--- config.mk ---
export PLATFORM = sky130hd
export DESIGN_NAME = bresenham_driver
export DESIGN_NICKNAME = d
export VERILOG_FILES = /design/src/rtl/bresenham_driver_pkg.sv /design/src/rtl/bresenham_driver.sv
export SDC_FILE = /design/constraint.sdc
export NUM_CORES = 1
export LEC_CHECK = 0
export ABC_CLOCK_PERIOD_IN_PS = 4700
export BUFFER_PORTS_ARGS = -buffer_cell sky130_fd_sc_hd__buf_2
export CORE_ASPECT_RATIO = 0.8
export CORE_MARGIN = 5
export CORE_UTILIZATION = 56
export DETAILED_ROUTE_END_ITERATION = 6
export HOLD_SLACK_MARGIN = 0.05
export PLACE_DENSITY = 0.85
export SLEW_MARGIN = 40
export SYNTH_ARGS = -nofsm -noshare
export SYNTH_HDL_FRONTEND = slang
export SYNTH_SLANG_ARGS = --single-unit
--- constraint.sdc ---
create_clock -name clk -period 4.7 [get_ports clk]
set_clock_uncertainty 0.2 [all_clocks]
set_input_delay 0.94 -clock clk [delete_from_list [all_inputs] [get_ports clk]]
set_output_delay 0.94 -clock clk [all_outputs]
set_load 0.05 [all_outputs]
--- src/rtl/bresenham_driver_pkg.sv ---
// Shared widths and FSM encoding for the polyline driver.
// No ports; imported by bresenham_driver.
package bresenham_driver_pkg;

  localparam int COORD_W_DEF = 11;
  localparam int GUARD_DEF   = 1;

  localparam int ST_W = 3;

  localparam logic [ST_W-1:0] S_IDLE   = 3'd0;
  localparam logic [ST_W-1:0] S_NEXTV  = 3'd1;
  localparam logic [ST_W-1:0] S_LOAD   = 3'd2;
  localparam logic [ST_W-1:0] S_GUARD  = 3'd3;
  localparam logic [ST_W-1:0] S_WAIT   = 3'd4;
  localparam logic [ST_W-1:0] S_STREAM = 3'd5;
  localparam logic [ST_W-1:0] S_END    = 3'd6;

endpackage

--- src/rtl/bresenham_driver.sv ---
// Polyline driver: feeds vertex pairs to the bresenham
// interpolator and merges its points into one stream.
// Ports: vtx_* vertex input (valid/ready, last flag);
//   i_* interpolator load/next/finished side;
//   pt_* point output (valid/ready, last flag);
//   seg_err dropped-segment pulse; busy = not idle.
module bresenham_driver #(
  parameter int          COORD_W = bresenham_driver_pkg::COORD_W_DEF,
  parameter int unsigned GUARD   = bresenham_driver_pkg::GUARD_DEF
) (
  input  logic               clk,
  input  logic               rst_n,
  input  logic               vtx_valid,
  output logic               vtx_ready,
  input  logic [COORD_W-1:0] vtx_x,
  input  logic [COORD_W-1:0] vtx_y,
  input  logic               vtx_last,
  output logic [COORD_W-1:0] i_x1,
  output logic [COORD_W-1:0] i_y1,
  output logic [COORD_W-1:0] i_x2,
  output logic [COORD_W-1:0] i_y2,
  output logic               i_load,
  input  logic               i_ready,
  input  logic [COORD_W-1:0] i_x,
  input  logic [COORD_W-1:0] i_y,
  output logic               i_next,
  input  logic               i_finished,
  output logic               pt_valid,
  input  logic               pt_ready,
  output logic [COORD_W-1:0] pt_x,
  output logic [COORD_W-1:0] pt_y,
  output logic               pt_last,
  output logic               seg_err,
  output logic               busy
);

  import bresenham_driver_pkg::*;

  localparam int GCW = (GUARD > 1) ? $clog2(GUARD) : 1;
  localparam logic [GCW-1:0] G_LAST =
    GCW'((GUARD > 0) ? GUARD - 1 : 0);

  logic [ST_W-1:0]    state;
  logic [COORD_W-1:0] prev_x;
  logic [COORD_W-1:0] prev_y;
  logic [COORD_W-1:0] cur_x;
  logic [COORD_W-1:0] cur_y;
  logic               lastseg;
  logic [GCW-1:0]     guard_cnt;

  logic st_idle;
  logic st_nextv;
  logic st_stream;
  logic st_end;
  logic vtx_acc;
  logic x_inc;

  assign st_idle   = (state == S_IDLE);
  assign st_nextv  = (state == S_NEXTV);
  assign st_stream = (state == S_STREAM);
  assign st_end    = (state == S_END);

  assign vtx_ready = st_idle | st_nextv;
  assign vtx_acc   = vtx_valid & vtx_ready;
  assign x_inc     = (vtx_x > prev_x);
  assign busy      = ~st_idle;
  assign i_load    = (state == S_LOAD);

  // Segment endpoint is withheld in STREAM; it is
  // the next segment's start or the END point.
  assign i_next = st_stream & ~i_finished & pt_ready;

  always_comb begin
    pt_valid = 1'b0;
    pt_last  = 1'b0;
    pt_x     = '0;
    pt_y     = '0;
    unique case (1'b1)
      st_stream: begin
        pt_valid = ~i_finished;
        pt_x     = i_x;
        pt_y     = i_y;
      end
      st_end: begin
        pt_valid = 1'b1;
        pt_last  = 1'b1;
        pt_x     = prev_x;
        pt_y     = prev_y;
      end
      default: ;
    endcase
  end

  always_ff @(posedge clk or negedge rst_n) begin
    if (!rst_n) begin
      state     <= S_IDLE;
      prev_x    <= '0;
      prev_y    <= '0;
      cur_x     <= '0;
      cur_y     <= '0;
      lastseg   <= 1'b0;
      guard_cnt <= '0;
      i_x1      <= '0;
      i_y1      <= '0;
      i_x2      <= '0;
      i_y2      <= '0;
      seg_err   <= 1'b0;
    end else begin
      seg_err <= 1'b0;
      unique case (state)
        S_IDLE: begin
          if (vtx_acc) begin
            prev_x <= vtx_x;
            prev_y <= vtx_y;
            state  <= vtx_last ? S_END : S_NEXTV;
          end
        end
        S_NEXTV: begin
          if (vtx_acc) begin
            cur_x   <= vtx_x;
            cur_y   <= vtx_y;
            lastseg <= vtx_last;
            if (x_inc) begin
              i_x1  <= prev_x;
              i_y1  <= prev_y;
              i_x2  <= vtx_x;
              i_y2  <= vtx_y;
              state <= S_LOAD;
            end else begin
              // Drop the segment; the new vertex
              // becomes the start of the next one.
              seg_err <= 1'b1;
              prev_x  <= vtx_x;
              prev_y  <= vtx_y;
              if (vtx_last) state <= S_END;
            end
          end
        end
        S_LOAD: begin
          guard_cnt <= '0;
          state     <= (GUARD == 0) ? S_WAIT : S_GUARD;
        end
        S_GUARD: begin
          // i_ready still shows the previous
          // segment's done flag here.
          if (guard_cnt == G_LAST) begin
            state <= S_WAIT;
          end else begin
            guard_cnt <= guard_cnt + 1'b1;
          end
        end
        S_WAIT: begin
          if (i_ready) state <= S_STREAM;
        end
        S_STREAM: begin
          if (i_finished) begin
            prev_x <= cur_x;
            prev_y <= cur_y;
            state  <= lastseg ? S_END : S_NEXTV;
          end
        end
        S_END: begin
          if (pt_ready) state <= S_IDLE;
        end
        default: state <= S_IDLE;
      endcase
    end
  end

endmodule

==> results.md <==
- Leakage: roughly 2.7 nW
- Sequential share of power: 32.7%
- DP Worst Slack: 1.07 ns
- Power per cell area: roughly 840 nW/µm²
- Buffers added on ports: around 120
- Final TNS setup: 0 ns
- Logic gate share of total power: 55.8%
- Slew @ Worst Pin: between 0.6 and 0.7 ns
- Worst IR Drop VDD: 0.489 mV
- WL final: slightly above 10,000 µm
- Worst EP required: 3.56 ns
- Status: finished clean
- RSZ-0062 raised after global routing: false
- Number of placement rows: 28
- Detailed Route Iter0 Violations: ~130
- Final Max Tran Viols: 0
- Clock sink count: 93
- Die area: 9730 µm²
- H-Tree Depth: 3
- Post-synth ARST share: 100%
- EDFF count, synth: 0
- Sw frac: around half
- ANT nets after route: 0
- CTS root buf: clkbuf_8
- Layout cells sized above 1: around two fifths
- TritonRoute pass-1 iters: 4
- Post-Synth Adder-Cell Area: between 3 and 4%
- TritonCTS buffer count: 9
- CTS tree: done
- Top cell type's share of synthesized area: a little over half
- Largest net degree at the start of global routing: 72
- Vias per cell: roughly 5.5
- Area contributors post-synth: dfrtp_1, mux2_2, nand2_1
- Post-CTS Resized: 0
- Initial antenna violation count: 0
- # nets final: between 500 and 600
- Worst skew pair latency: between 0.3 and 0.4 ns
- Core area: roughly 7500 µm²
- CP Capture Type: primary output
- Starting density of the core: 58.4%
- Clock buffer depth: 2
- Final hold violations: 0
- Cell variety after synth: 38
- Synth Register Bits: between 90 and 100
- Primary FF master, synth: dfrtp_1
- XOR/XNOR Fraction of Synth Area: 0%
- # diodes: 0
- Mux contribution to synthesized area: 19.1%
- Grt total ovfl: 0
- Period utilization: approximately 77%
- CTS clk-pin slew, worst paths: approximately 0.090 ns
- Avg Inst Size Synth: between 10 and 15 µm²
- DR vias: between 3,000 and 4,000
- Chip width: between 100 and 150 µm
- Synthesis-to-finish area growth: 20.4%
- Synth Instances: 398
- I/O pin cnt: 124
- Ys Warns: 0
- GPL Wtd Cong: around 0.88
- Slew HR: between 50 and 60%
- Overall Global Routing Usage: a little under a quarter
- DR WL/cell: 16.5 µm
- Final Setup Violations: 0
- HPWL Detailed: between 7000 and 8000 µm
- Maxcap violations: 0
- Top cell type by total area after synthesis: dfrtp_1
- Post-CTS setup buffers: 0
- Mapped Area: roughly 4400 µm²
- First-pass GRT wire length: between 15,000 and 20,000 µm
- Post-Syn Nets: 460
- Sw Pwr: roughly 2.3 mW
- Int Power: ~2.2 mW
- Worst setup margin: between 1 and 1.5 ns
- Die H: 89.3 µm
- Setup CP Type: reg -> out
- CP max FO: 17
- Placed instance area: around 5100 µm²
- Minimum clock period: 3.63 ns
- Largest family of logic cells by synthesized area: multiplexers
- Arrival @ worst endpoint: 2.49 ns
- Type of origin of the critical path: flip-flop
- Post-Synth Simple-Gate Area: between 10 and 15%
- Hold Buf Count CTS: 0
- Fmax: 276 MHz
- Worst hold path type: reg -> reg
- Post-synthesis compound-gate area fraction: between 8 and 9%
- Post-route core utilization: 70.3%
- Sequential share of the synthesized area: between 50% and 60%
- Final std cell area, no fill: 5290 µm²
- Number of global-route vias before repair: 3,383
- Total Power: 4.46 mW
- Clock power frac: 11.5%
- DR DRC count: 0
==> sequential cells by signal (all words and copies together) (netlist names), 3 cells and up <==
name	cells
prev_y	11
cur_y	11
state	3
i_y1	11
prev_x	11
i_y2	11
i_x2	11
i_x1	11
cur_x	11
==> layout make-up <==
type	count	area, µm²
Inverter	14	52.6
Sequential cell	93	2330
Timing Repair Buffer	130	674
Clock inverter	4	31.3
Fill cell	564	2240
Clock buffer	12	165
Tap cell	105	131
Multi-Input combinational cell	269	1910
==> power by group through the flow <==
stage	logic, mW	registers, mW	clock network [mW]
finish	2.49	1.46	0.512
CTS	2.51	1.46	0.526
floorplan	1.32	2.05	0
global route	2.66	1.51	0.560
global placement	2.44	1.45	0
detailed placement	2.50	1.47	0
==> per-stage QoR <==
stage / hold WS [ns] / instances
floorplan: 0.245 / 398
global placement: 0.257 / 611
detailed placement: 0.263 / 611
CTS: 0.285 / 627
global route: 0.300 / 627
finish: 0.283 / 627
==> path summary, 6_finish.rpt <==
path / startpoint / endpoint / slack [ns] / cells past startpoint
worst max-delay path: state[2] / pt_x[0] / 1.07 / 5
worst min-delay path: cur_y[0] / cur_y[0] / 0.28 / 2
worst max register to register: state[1] / i_y2[8] / 1.46 / 5
worst min register to register: cur_y[0] / cur_y[0] / 0.28 / 2
max in group asynchronous: rst_n / cur_y[0] / 3.15 / 2
min in group asynchronous: rst_n / i_x2[9] / 0.37 / 1
==> logic make-up after synthesis <==
group | Yosys count
compound gates | 47
mux | 77
flops | 93
buf+inv | 36
fa+ha+maj | 11
simple gates | 134
==> placed cells by master, fill, tap and decap left out, types with 2 or more instances in the layout <==
cell type and n:
and3_2 2, and3_1 2, buf_2 122, o22ai_1 2, mux2i_1 21, buf_4 7
nand2_1 110, mux2_1 2, mux2_2 54, clkinvlp_4 3, nor3_4 2, inv_1 13
dfrtp_1 93, o21ai_0 5, ha_1 11, nor2_1 7, nor3_1 3, o31a_1 2
clkbuf_8 12, a21oi_1 4, a31oi_1 5, a22o_1 22
==> metal layers <==
metal	global-route usage, %	up-vias	routed length, µm
met5	0	-	0
met1	31.5	1663	4510
met3	5.78	2	885
met4	3.67	0	22
li1	-	1614	-
met2	36.8	143	4910
==> worst max-delay path, stage by stage, from the launching register on <==
cell	delay (ns)
dfrtp_1	0.58
inv_1	0.19
nor3_4	0.55
buf_4	0.38
a22o_1	0.17
buf_2	0.26
==> cells in the mapped netlist (2+ instances only) <==
master and instances:
o21ai_0 5, buf_2 4, ha_1 11, o22ai_1 2, a22o_1 22, nor3_1 3, mux2_1 2, a21oi_1 4
o31a_1 2, buf_4 5, clkbuf_1 12, mux2_2 54, nor2_1 7, nand2_1 110, mux2i_1 21, inv_1 13
dfrtp_1 93, a31oi_1 5, and3_1 4
No activity file was read; power rests on OpenSTA's default activity.
